`src/rtl/wb_pkg.sv`:
```
// ---------------------------------------------------------------------------
// wb_pkg
// Shared types and default widths for the wishbone request queue slice.
//   wb_req_t     : one queued core request {addr, data, we} at default widths
//   wb_q_state_t : issue FSM states of wb_req_queue
// ---------------------------------------------------------------------------
`timescale 1ns/1ps
package wb_pkg;

   localparam int unsigned WB_AW    = 32;
   localparam int unsigned WB_DW    = 32;
   localparam int unsigned WB_DEPTH = 4;

   typedef struct packed {
      logic [WB_AW-1:0]   addr;
      logic [WB_DW-1:0]   data;
      logic [WB_DW/8-1:0] we;
   } wb_req_t;

   typedef enum logic [1:0] {
      IDLE,
      ISSUE,
      RESP
   } wb_q_state_t;

endpackage

```
`src/rtl/sync_fifo.sv`:
```
// ---------------------------------------------------------------------------
// sync_fifo
// Single-clock FIFO with registered occupancy. full/empty/level come only
// from the level register, so there is no combinational path from push to
// empty or from pop to full.
//   clk, rst          : clock, asynchronous active-high reset
//   push, push_data   : write request (ignored when full)
//   pop, pop_data     : read request (ignored when empty); pop_data shows head
//   full, empty, level: occupancy status
// ---------------------------------------------------------------------------
`timescale 1ns/1ps
module sync_fifo #(
   parameter int unsigned DEPTH = 4,
   parameter int unsigned WIDTH = 8,
   localparam int unsigned LW = $clog2(DEPTH) + 1
) (
   input  logic             clk,
   input  logic             rst,
   input  logic             push,
   input  logic [WIDTH-1:0] push_data,
   input  logic             pop,
   output logic [WIDTH-1:0] pop_data,
   output logic             full,
   output logic             empty,
   output logic [LW-1:0]    level
);

   localparam int unsigned PW = $clog2(DEPTH);

   logic [WIDTH-1:0] mem [DEPTH];
   logic [PW-1:0]    wr_ptr;
   logic [PW-1:0]    rd_ptr;
   logic [LW-1:0]    count;
   logic             do_push;
   logic             do_pop;

   // No bypass: a full FIFO refuses a push even when popped in the same cycle.
   assign full    = (count == LW'(DEPTH));
   assign empty   = (count == '0);
   assign level   = count;
   assign do_push = push && !full;
   assign do_pop  = pop && !empty;
   assign pop_data = mem[rd_ptr];

   always_ff @(posedge clk or posedge rst) begin
      if (rst) begin
         wr_ptr <= '0;
         rd_ptr <= '0;
         count  <= '0;
      end else begin
         if (do_push) wr_ptr <= wr_ptr + PW'(1);
         if (do_pop)  rd_ptr <= rd_ptr + PW'(1);
         case ({do_push, do_pop})
            2'b10:   count <= count + LW'(1);
            2'b01:   count <= count - LW'(1);
            default: count <= count;
         endcase
      end
   end

   // Storage needs no reset: contents are only visible through level/empty.
   always_ff @(posedge clk) begin
      if (do_push) mem[wr_ptr] <= push_data;
   end

endmodule

```
`src/rtl/wb_req_queue.sv`:
```
// ---------------------------------------------------------------------------
// wb_req_queue
// Request buffer in front of a wishbone_master. Core requests are queued in a
// FIFO, issued one at a time to the master, and each completion is returned
// as a response with valid/ready backpressure, strictly in request order.
//   clk_i, rst_i                 : clock, asynchronous active-high reset
//   req_valid_i/req_ready_o      : core request handshake
//   req_addr_i/data_i/we_i       : request payload (we all-zero = read)
//   rsp_valid_o/rsp_ready_i      : response handshake
//   rsp_data_o, rsp_write_o      : read data, write flag
//   m_valid_o, m_addr_o, m_data_o, m_we_o : request to the master
//   m_valid_i, m_data_i          : one-cycle completion pulse from the master
//   level_o                      : FIFO occupancy
// ---------------------------------------------------------------------------
`timescale 1ns/1ps
module wb_req_queue
   import wb_pkg::*;
#(
   parameter int unsigned DEPTH = WB_DEPTH,
   parameter int unsigned AW    = WB_AW,
   parameter int unsigned DW    = WB_DW
) (
   input  logic                     clk_i,
   input  logic                     rst_i,
   input  logic                     req_valid_i,
   output logic                     req_ready_o,
   input  logic [AW-1:0]            req_addr_i,
   input  logic [DW-1:0]            req_data_i,
   input  logic [DW/8-1:0]          req_we_i,
   output logic                     rsp_valid_o,
   input  logic                     rsp_ready_i,
   output logic [DW-1:0]            rsp_data_o,
   output logic                     rsp_write_o,
   output logic                     m_valid_o,
   output logic [AW-1:0]            m_addr_o,
   output logic [DW-1:0]            m_data_o,
   output logic [DW/8-1:0]          m_we_o,
   input  logic [DW-1:0]            m_data_i,
   input  logic                     m_valid_i,
   output logic [$clog2(DEPTH):0]   level_o
);

   localparam int unsigned RW = AW + DW + DW/8;

   typedef struct packed {
      logic [AW-1:0]   addr;
      logic [DW-1:0]   data;
      logic [DW/8-1:0] we;
   } req_t;

   wb_q_state_t   state;
   req_t          head;
   logic [RW-1:0] head_bits;
   logic          full;
   logic          empty;
   logic          pop;

   assign head        = head_bits;
   assign req_ready_o = !full;
   assign pop         = (state == IDLE) && !empty;

   sync_fifo #(
      .DEPTH (DEPTH),
      .WIDTH (RW)
   ) u_fifo (
      .clk       (clk_i),
      .rst       (rst_i),
      .push      (req_valid_i),
      .push_data ({req_addr_i, req_data_i, req_we_i}),
      .pop       (pop),
      .pop_data  (head_bits),
      .full      (full),
      .empty     (empty),
      .level     (level_o)
   );

   always_ff @(posedge clk_i or posedge rst_i) begin
      if (rst_i) begin
         state       <= IDLE;
         m_valid_o   <= 1'b0;
         m_addr_o    <= '0;
         m_data_o    <= '0;
         m_we_o      <= '0;
         rsp_valid_o <= 1'b0;
         rsp_data_o  <= '0;
         rsp_write_o <= 1'b0;
      end else begin
         case (state)
            IDLE: begin
               if (!empty) begin
                  m_addr_o <= head.addr;
                  m_data_o <= head.data;
                  m_we_o   <= head.we;
                  state    <= ISSUE;
               end
            end
            ISSUE: begin
               // m_valid_o rises on the first ISSUE cycle, one edge after the
               // pop, so a push at edge N shows m_valid_o after edge N+2 and
               // a transaction takes master latency + 3 cycles. Completion
               // pulses are only honoured once the master has seen valid.
               if (!m_valid_o) begin
                  m_valid_o <= 1'b1;
               end else if (m_valid_i) begin
                  rsp_data_o  <= m_data_i;
                  rsp_write_o <= |m_we_o;
                  m_valid_o   <= 1'b0;
                  rsp_valid_o <= 1'b1;
                  state       <= RESP;
               end
            end
            RESP: begin
               if (rsp_ready_i) begin
                  rsp_valid_o <= 1'b0;
                  state       <= IDLE;
               end
            end
            default: state <= IDLE;
         endcase
      end
   end

endmodule
```
`config.mk`:
```
export PLATFORM = sky130hd
export DESIGN_NAME = wb_req_queue
export DESIGN_NICKNAME = d
export VERILOG_FILES = /design/src/rtl/wb_pkg.sv /design/src/rtl/sync_fifo.sv /design/src/rtl/wb_req_queue.sv
export SDC_FILE = /design/constraint.sdc
export NUM_CORES = 1
export LEC_CHECK = 0
export CORE_MARGIN = 4
export CORE_UTILIZATION = 45
export DETAILED_ROUTE_END_ITERATION = 12
export PLACE_DENSITY = 0.71
export SETUP_SLACK_MARGIN = 0.5
export SYNTH_ARGS = -nofsm -noshare
export SYNTH_HDL_FRONTEND = slang
export SYNTH_SLANG_ARGS = --single-unit
```
`constraint.sdc`:
```
create_clock -name clk_i -period 3.9 [get_ports clk_i]
set_input_delay 0.78 -clock clk_i [delete_from_list [all_inputs] [get_ports clk_i]]
set_output_delay 0.78 -clock clk_i [all_outputs]
set_load 0.02 [all_outputs]
```
* After elaboration in Yosys (flattened, before gate mapping)
Memory sizes are Yosys's and may differ from the RTL's. A register that Yosys moved wholly into a read port is not among the register bits.
Index checks and enable logic that the tools add are counted.
** Storage, ports and cells
- Bits in latches :: 0
- Output and inout port bits :: 107
- Memory bits (read-only) :: 0
- Bits in registers :: 44
- Memories :: 1
- Word-level logic and storage cells :: 51
- Bits in writable memories :: 272
- Input bits :: 105
** Memories
- u_fifo.mem :: depth 4, width 68, read ports 1, clocked after Yosys merged registers in 1, write ports 1, line sync_fifo.sv:30 : logic [WIDTH-1:0] mem [DEPTH];
** Cells by class
- Shifts and indexed selects :: 0
- Reduce and logical (&&, ||, !) cells :: 14
- Multiply operators :: 0
- Muxes and demuxes :: 14
- Bitwise logic cells :: 1
- Add/subtract/negate cells :: 4
- Eq/ne operators :: 9
- Divide/modulo/power cells :: 0
- $lt $le $gt $ge :: 0
** Operators by type and width (count)
- $mux W2 :: 4
- $ne A2 B2 Y1 const B :: 4
- $reduce_and A4 Y1 :: 2
- $mux W1 :: 7
- $pmux W2 S3 :: 1
- $pmux W3 S2 :: 1
- $add A2 B1 Y2 const B :: 2
- $eq A2 B1 Y1 const B :: 2
- $eq A2 B2 Y1 const B :: 2
- $reduce_bool A2 Y1 :: 2
- $reduce_or A4 Y1 :: 1
- $add A3 B1 Y3 const B :: 1
- $eq A3 B3 Y1 const B :: 1
- $logic_and A1 B1 Y1 :: 3
- $logic_not A3 Y1 :: 1
- $reduce_and A3 Y1 :: 1
- $sub A3 B1 Y3 const B :: 1
- $logic_not A1 Y1 :: 2
- $logic_not A2 Y1 :: 1
- $pmux W1 S2 :: 1
- $reduce_and A2 Y1 :: 1
- $not A1 Y1 :: 1

* Logic depth before layout (Yosys ltp)
Gate-level depths: netlist of run 1.
- Depth in word-level cells :: 6
- Depth in mapped cells :: 11
- Gate-level depth less buffers :: 9

* Modules after synthesis
Synthesis of run 1 repeated with hierarchy kept, for this count alone.
** Unflattened totals
- Cell total of the unflattened synthesis :: 626
- Area, all modules :: 14272.4 µm²
** Modules (own cells, without submodules)
- sync_fifo :: times used 1, sequential area each 8343.0 µm², area an instance 10318.6 µm², cells each 394
- wb_req_queue :: times used 1, sequential area each 2627.5 µm², area an instance 3953.8 µm², cells each 232

* Worst setup path after synthesis of run 1
OpenSTA, ideal clock, no wires.
- Path kind :: register to register
- From :: reg u_fifo.count[2], in the netlist u_fifo.level[2]
- To :: mem u_fifo.mem[0][0] in the netlist's numbering, enable pin
- Setup slack :: 0.954 ns
- Buffers on the path :: 0
- Stages on the path, launching flop included :: 3
- Data required time :: 3.466 ns
- Data arrival time :: 2.513 ns
- Setup time :: 0.434 ns
- Clock period less this slack :: 2.946 ns
- Cell sequence :: dfrtp_1 -> or3b_1 -> and3_1
** Between the ends
- Longest elaborated chain between the ends :: 5
** Ends and longest elaborated chain
- start: declaration :: line sync_fifo.sv:33 : logic [LW-1:0] count;
- start signal: assignment :: line sync_fifo.sv:54 : 2'b10: count <= count + LW'(1);
- start signal: assignment :: line sync_fifo.sv:55 : 2'b01: count <= count - LW'(1);
- start signal: assignment :: line sync_fifo.sv:56 : default: count <= count;
- $eq A3 B3 Y1 :: line sync_fifo.sv:38 : assign full = (count == LW'(DEPTH));
- $logic_not A1 Y1
- named net req_ready_o :: line wb_req_queue.sv:26 : output logic req_ready_o,
- $logic_and A1 B1 Y1 :: line sync_fifo.sv:41 : assign do_push = push && !full;
- $mux W1 :: line sync_fifo.sv:63 : if (do_push) mem[wr_ptr] <= push_data;
- $mux W1 (not written as such) :: line sync_fifo.sv:63
- end: declaration :: line sync_fifo.sv:30
The timed path passes the listed nets, and every way through them passes these cells.

* Worst setup path after layout of run 1
- From :: reg u_fifo.count[0], in the netlist u_fifo.level[0]
- To :: out req_ready_o
** Between the ends
- Longest elaborated chain between the ends :: 2
** Ends and longest elaborated chain
- $eq A3 B3 Y1 :: line sync_fifo.sv:38
- $logic_not A1 Y1 :: line wb_req_queue.sv:59 : assign req_ready_o = !full;
- end: declaration :: line wb_req_queue.sv:26
Every way passes these cells.

==> reports/qor.yml, run 1 <==
worstSetupStartpointType: "flop"
max_freq_ghz: 0.355
floorplan.die.height_um: 187
syn_inst: 626
placed_cell_area_um2: 17000
num_io_pins: 212
drt_pass1_iterations: 4
post-route-period-util: 0.722
fillerInstances: 2291
rsz0062_at_grt: "false"
cts_resized: 0
vdd_ir_max_uv: 440
critical_path_peak_fanout: 6
final_min_period_ps: 2820
areaGrowthSynthToFinish_pct: 27.1
tightestPinTransition_ps: 724
gr-total-overflow: 0
cts-root-buf: "sky130_fd_sc_hd__clkbuf_16"
htree_num_levels: 2
global_route.usage.total: 0.155
postSynthNetCount: 737
regArea_um2: 11000
detail-route-antenna-nets: 0
std_cell_rows: 65
floorplan.core_area_um2: 31600
setup-tns-final_ps: 0
synth_warnings: 0
multiInputGateArea_um2: 3220
report.final.slew_viol_count: 0
cp.required_ps: 3120
finalHoldViolCount: 0
number_of_buffers_between_clock_root_and_the_deepest_sink: 3
clock_tree_from_tritoncts: "done"
syn_area_per_cell_um2: 23.1
fin_area_um2: 18400
initial_core_util: 0.458
num_vias: 6718
globalplace.congestion: 0.726
drt_drc_violations_left: 0
mapped_area_um2: 14500
post_cts_buffers: 0
timing.critical_path.arrival_ps: 2040
synthDistinctLibCells: 30
synth_top_area_cells: "sky130_fd_sc_hd__edfxtp_1, sky130_fd_sc_hd__dfrtp_1, sky130_fd_sc_hd__mux4_2"
final_util: 0.582
slew_headroom: 0.517
ctsHoldBuffers: 0
power_density_nw_per_um2: 854
outcome: "finished clean"
grt_pass1_wl_um: 42400
die_width_um: 187
hold_path_class: "reg2reg"
numPortBuffers: 211
cap_violations: 0
yosysSeqAreaShare: 0.758
ys_ff_latch: 384
static-leakage-power_nw: 6.71
path_clk_slew_ps: 60
place.detailed.instances: 1226
end_kind: "primary output"
critical_path_class: "reg2out"
synth_top_area_share: 0.564
setup_violations: 0
first_drt_iteration_drcs: 352
place_hpwl_um: 16300
clock_insertion_delay_worst_skew_ps: 520
via_density_per_instance: 5.16
finClkSkew_ps: 9.38
post_synth_top_area_cell: "sky130_fd_sc_hd__edfxtp_1"
fp.dieArea_um2: 35100
post_route_cells_drive_above_1_share: 0.284
fin_cells: 1303
numClockSinks: 384
drt_wl_total_um: 27100
wl_per_cell_um: 20.8
numCtsBuffers: 41
grt_max_degree: 69
final_nets: 978
first_global_vias: 7222
grt_antenna_before_repair: 2
per-layer routing:
layer / vias up / wire length (um) / GRT usage
met1: 3479 / 12000 / 0.213
met3: 41 / 1750 / 0.0435
met2: 208 / 12900 / 0.247
met4: 4 / 469 / 0.0392
met5: - / 26 / 0
li1: 2986 / - / -
sequential cells by signal, summed over array words and instances (netlist names):
register and count:
u_fifo.mem 272, m_addr_o 32, m_data_o 32, rsp_data_o 32
m_we_o 4, u_fifo.level 3, state 2, u_fifo.rd_ptr 2
u_fifo.wr_ptr 2, m_valid_o 1, rsp_valid_o 1, rsp_write_o 1
power by group:
group	internal (W)	switching, W
registers	0.00565	0.000612
clock network	0.00230	0.00149
logic	0.00317	0.00250
final timing paths:
check / slack (ps) / end / start / depth (start not counted)
worst max-delay path: 1080 / req_ready_o / u_fifo.level[0]$_DFFE_PP0P_ / 2
worst min-delay path: 480 / rsp_write_o$_DFFE_PP0P_ / rsp_write_o$_DFFE_PP0P_ / 2
worst max register to register: 1490 / u_fifo.level[2]$_DFFE_PP0P_ / u_fifo.level[0]$_DFFE_PP0P_ / 9
worst min register to register: 480 / rsp_write_o$_DFFE_PP0P_ / rsp_write_o$_DFFE_PP0P_ / 2
max in group asynchronous: 2470 / u_fifo.rd_ptr[1]$_DFFE_PP0P_ / rst_i / 3
min in group asynchronous: 690 / m_data_o[13]$_DFFE_PP0P_ / rst_i / 2
final cells by class:
type	instances	area share
Sequential cell	384	0.597
Multi-Input combinational cell	205	0.175
Timing Repair Buffer	226	0.125
Clock buffer	61	0.0660
Tap cell	402	0.0273
Clock inverter	15	0.00762
Inverter	9	0.00204
Antenna cell	1	0.000136
worst max-delay path, stage by stage, from the launching register on:
cell                              delay [ps]
sky130_fd_sc_hd__dfrtp_1                 420
sky130_fd_sc_hd__or3b_1                  500
sky130_fd_sc_hd__clkdlybuf4s50_1         600
placed cells by master, fill, tap and decap left out, types with 2 or more instances in the layout:
cell and count:
sky130_fd_sc_hd__o21ai_0 3, sky130_fd_sc_hd__mux2_4 67, sky130_fd_sc_hd__dfrtp_4 2, sky130_fd_sc_hd__nand2_1 5, sky130_fd_sc_hd__mux4_2 68, sky130_fd_sc_hd__edfxtp_1 272, sky130_fd_sc_hd__dfrtp_1 110, sky130_fd_sc_hd__buf_12 6
sky130_fd_sc_hd__xor2_1 2, sky130_fd_sc_hd__clkinv_2 7, sky130_fd_sc_hd__bufinv_16 2, sky130_fd_sc_hd__mux2_2 34, sky130_fd_sc_hd__buf_4 9, sky130_fd_sc_hd__inv_6 2, sky130_fd_sc_hd__clkbuf_1 11, sky130_fd_sc_hd__and3_4 4
sky130_fd_sc_hd__clkinvlp_4 3, sky130_fd_sc_hd__xnor2_1 4, sky130_fd_sc_hd__clkdlybuf4s50_1 211, sky130_fd_sc_hd__clkbuf_8 7, sky130_fd_sc_hd__clkbuf_16 43, sky130_fd_sc_hd__inv_1 8, sky130_fd_sc_hd__ha_1 5
synthesized netlist by cell type (all sizes together):
cell	count
nor2	1
o21ai	3
and2	1
nor4	1
nor2b	1
and3	4
o21a	1
fa	1
nand2b	1
nor3	1
xor2	2
buf	23
mux2i	1
ha	5
edfxtp	272
clkbuf	5
mux4	68
inv	9
mux2	101
nand4b	1
or4b	1
or3b	1
xnor2	4
nand2	5
dfrtp	112
or3	1
per-stage QoR:
| step | hold WS, ps | worst slack, ps | power [W] |
|---|---|---|---|
| after floorplan | 534 | 954 | 0.0102 |
| after global placement | 464 | 1310 | 0.0120 |
| after detailed placement | 472 | 1230 | 0.0121 |
| after CTS | 488 | 1060 | 0.0160 |
| after global routing | 519 | 1020 | 0.0165 |
| final | 484 | 1080 | 0.0157 |
cells by family (layout without fill, tap and decap cells):
family / after synthesis / after routing / share of synthesized area
compound gates: 4 / 4 / 0.00156
xor+xnor: 6 / 6 / 0.00363
fa+ha+maj: 6 / 6 / 0.00570
buf+inv: 37 / 311 / 0.0212
flops: 384 / 384 / 0.758
mux: 170 / 170 / 0.202
other cells: 0 / 1 / 0
simple gates: 19 / 19 / 0.00769
Power figures use the tool's default switching activity.
==> run 2, diff against run 1 <==
Clock period 3.9 ns to 2.5 ns, I/O delays scaled along.
==> reports/qor.yml, run 2 (synthesis results as in run 1) <==
place_hpwl_um: 17000  # was 16300 um
p_comb_frac: 0.364  # was 0.360
outcome: "finished clean"  # unchanged
rsz0062_at_grt: "true"  # was false
grt_pass1_wl_um: 44400  # was 42400 um
worstSetupStartpointType: "flop"  # unchanged
cts-root-buf: "sky130_fd_sc_hd__clkbuf_16"  # unchanged
slew_headroom: 0.680  # was 0.517
critical_path_peak_fanout: 4  # was 6
static-leakage-power_nw: 7.03  # was 6.71 nW
setup_violations: 0  # unchanged
setup-tns-final_ps: 0  # unchanged
final_min_period_ps: 2030
end_kind: "primary output"  # unchanged
report.final.slew_viol_count: 0  # unchanged
wl_per_cell_um: 21.8  # was 20.8 um
grt_max_degree: 71  # was 69
post_route_cells_drive_above_1_share: 0.305  # was 0.284
numPortBuffers: 211  # unchanged
dp_worst_setup_slack_ps: 165  # was 1230 ps
critical_path_class: "reg2out"  # unchanged
hold_path_class: "in2async"  # was reg2reg
power_density_nw_per_um2: 1320  # was 854 nW/um^2
drt_pass1_iterations: 4  # unchanged
path_clk_slew_ps: 60  # about the same
via_density_per_instance: 5.25  # was 5.16
global_route.usage.total: 0.160  # was 0.155
grt_antenna_before_repair: 3  # was 2
die_width_um: 187  # unchanged
floorplan.core_area_um2: 31600  # unchanged
p_sw_w: 0.00742  # was 0.00460 W
globalplace.congestion: 0.710  # was 0.726
cap_violations: 0  # unchanged
cp.required_ps: 2000  # was 3120 ps
floorplan.die.height_um: 187  # unchanged
tightestPinTransition_ps: 480  # was 724 ps
gr-total-overflow: 0  # unchanged
clock_tree_from_tritoncts: "done"  # unchanged
drt_drc_violations_left: 0  # unchanged
detail-route-antenna-nets: 0  # unchanged
timing.critical_path.arrival_ps: 1530  # was 2040 ps
first_global_vias: 7545  # was 7222
initial_core_util: 0.458  # unchanged
finClkSkew_ps: 9.94  # was 9.38 ps
std_cell_rows: 65  # unchanged
num_vias: 6879  # was 6718
power_switching_share: 0.304  # was 0.293
layout.cells.most_common: "sky130_fd_sc_hd__edfxtp_1"  # unchanged
largest_register_ffs: 272  # unchanged
areaGrowthSynthToFinish_pct: 27.9  # was 27.1%
vdd_ir_max_uv: 886  # was 440 uV
fp.dieArea_um2: 35100  # unchanged
final_nets: 987  # was 978
drt_wl_total_um: 28600  # was 27100 um
number_of_buffers_between_clock_root_and_the_deepest_sink: 3  # unchanged
numCtsBuffers: 40  # was 41
critPathLaunch: "u_fifo.level[0]$_DFFE_PP0P_"  # unchanged
worst_slack_ps: 471  # was 1080 ps
layout_common_cells: "sky130_fd_sc_hd__edfxtp_1, sky130_fd_sc_hd__clkdlybuf4s50_1, sky130_fd_sc_hd__dfrtp_1"  # unchanged
cell_internal_pwr_w: 0.0170  # was 0.0111 W
clock_insertion_delay_worst_skew_ps: 520  # about the same
numClockSinks: 384  # unchanged
finalHoldViolCount: 0  # unchanged
max_freq_ghz: 0.493
num_io_pins: 212  # unchanged
power.sequential.fraction: 0.400  # was 0.399
worst_r2r_startpoint: "u_fifo.level[0]$_DFFE_PP0P_"  # unchanged
ctsHoldBuffers: 0  # unchanged
clockPowerShare: 0.236  # was 0.241
post-route-period-util: 0.812
htree_num_levels: 2  # unchanged
first_drt_iteration_drcs: 282  # was 352
largest-register: "u_fifo.mem"  # unchanged
diodes: 0  # was 1
[run 2: changes by cell type in the layout (fill, tap and decap cells not counted), sizes merged]
| cell | delta |
|---|---|
| clkinvlp | -1 |
| inv | +2 |
| clkbuf | -6 |
| dlygate4sd2 | +88 |
| dlymetal6s2s | +11 |
| clkinv | +4 |
| diode | -1 |
| clkdlybuf4s50 | -100 |
| buf | +10 |
[run 2: final cells by class]
| class | count | area (um^2) |
|---|---|---|
| multi-input cells | 205 | 3250 |
| clock buffers | 54 | 1130 |
| fillers | 2315 | 13100 |
| flip-flops and latches | 384 | 11000 |
| repair buffers | 236 | 2450 |
| clock inverters | 20 | 163 |
| well taps | 402 | 503 |
| inverters | 9 | 40.0 |
[run 2: power by group through the flow]
stage / logic, W / clock network [W] / registers [W]
4_1_cts: 0.00895 / 0.00592 / 0.00980
3_5_place_dp: 0.00928 / 0 / 0.0100
5_1_grt: 0.00946 / 0.00619 / 0.00997
3_3_place_gp: 0.00917 / 0 / 0.00992
6_report: 0.00888 / 0.00575 / 0.00976
2_1_floorplan: 0.00533 / 0 / 0.0106
[run 2: path summary, 6_finish.rpt]
path / depth (start not counted) / endpoint / slack, ps
setup / recovery: 2 / req_ready_o / 470
setup reg to reg: 9 / u_fifo.level[2]$_DFFE_PP0P_ / 480
hold reg to reg: 1 / rsp_data_o[10]$_DFFE_PP0P_ / 500
max in group asynchronous: 3 / u_fifo.level[2]$_DFFE_PP0P_ / 1530
min in group clk_i: 1 / rsp_data_o[10]$_DFFE_PP0P_ / 500
hold / removal: 2 / m_data_o[14]$_DFFE_PP0P_ / 330
[run 2: timing repair]
item / in CTS / in global routing
gates resized for setup: 94 / 12
gates cloned: 0 / 1
endpoints found under the setup margin: 138 / 60
setup buffers: 4 / 0
pin swaps: 6 / 0
[run 2: critical path: stages (launching register included)]
cell,delay [ps]
sky130_fd_sc_hd__dfrtp_2,420
sky130_fd_sc_hd__or3b_4,420
sky130_fd_sc_hd__buf_2,180
[run 2: per-stage QoR]
step / power, W / utilization / hold WS, ps / instances / cell area, um^2
after global routing: 0.0256 / 0.585 / 341 / 1310 / 18500
after floorplan: 0.0160 / - / 534 / 626 / 14500
after detailed placement: 0.0193 / 0.545 / 493 / 1231 / 17200
final: 0.0244 / 0.585 / 333 / 1310 / 18500
after CTS: 0.0247 / 0.584 / 323 / 1309 / 18500
after global placement: 0.0191 / 0.545 / 466 / 1231 / 17200
[run 2: routing by layer]
layer	part of all wire	wire length, um	vias to the layer above	track usage
li1	-	-	3006	-
met1	0.44	12400	3610	0.219
met2	0.49	13900	208	0.263
met3	0.057	1630	49	0.0396
met4	0.019	539	6	0.0390
met5	0.0015	44	-	0
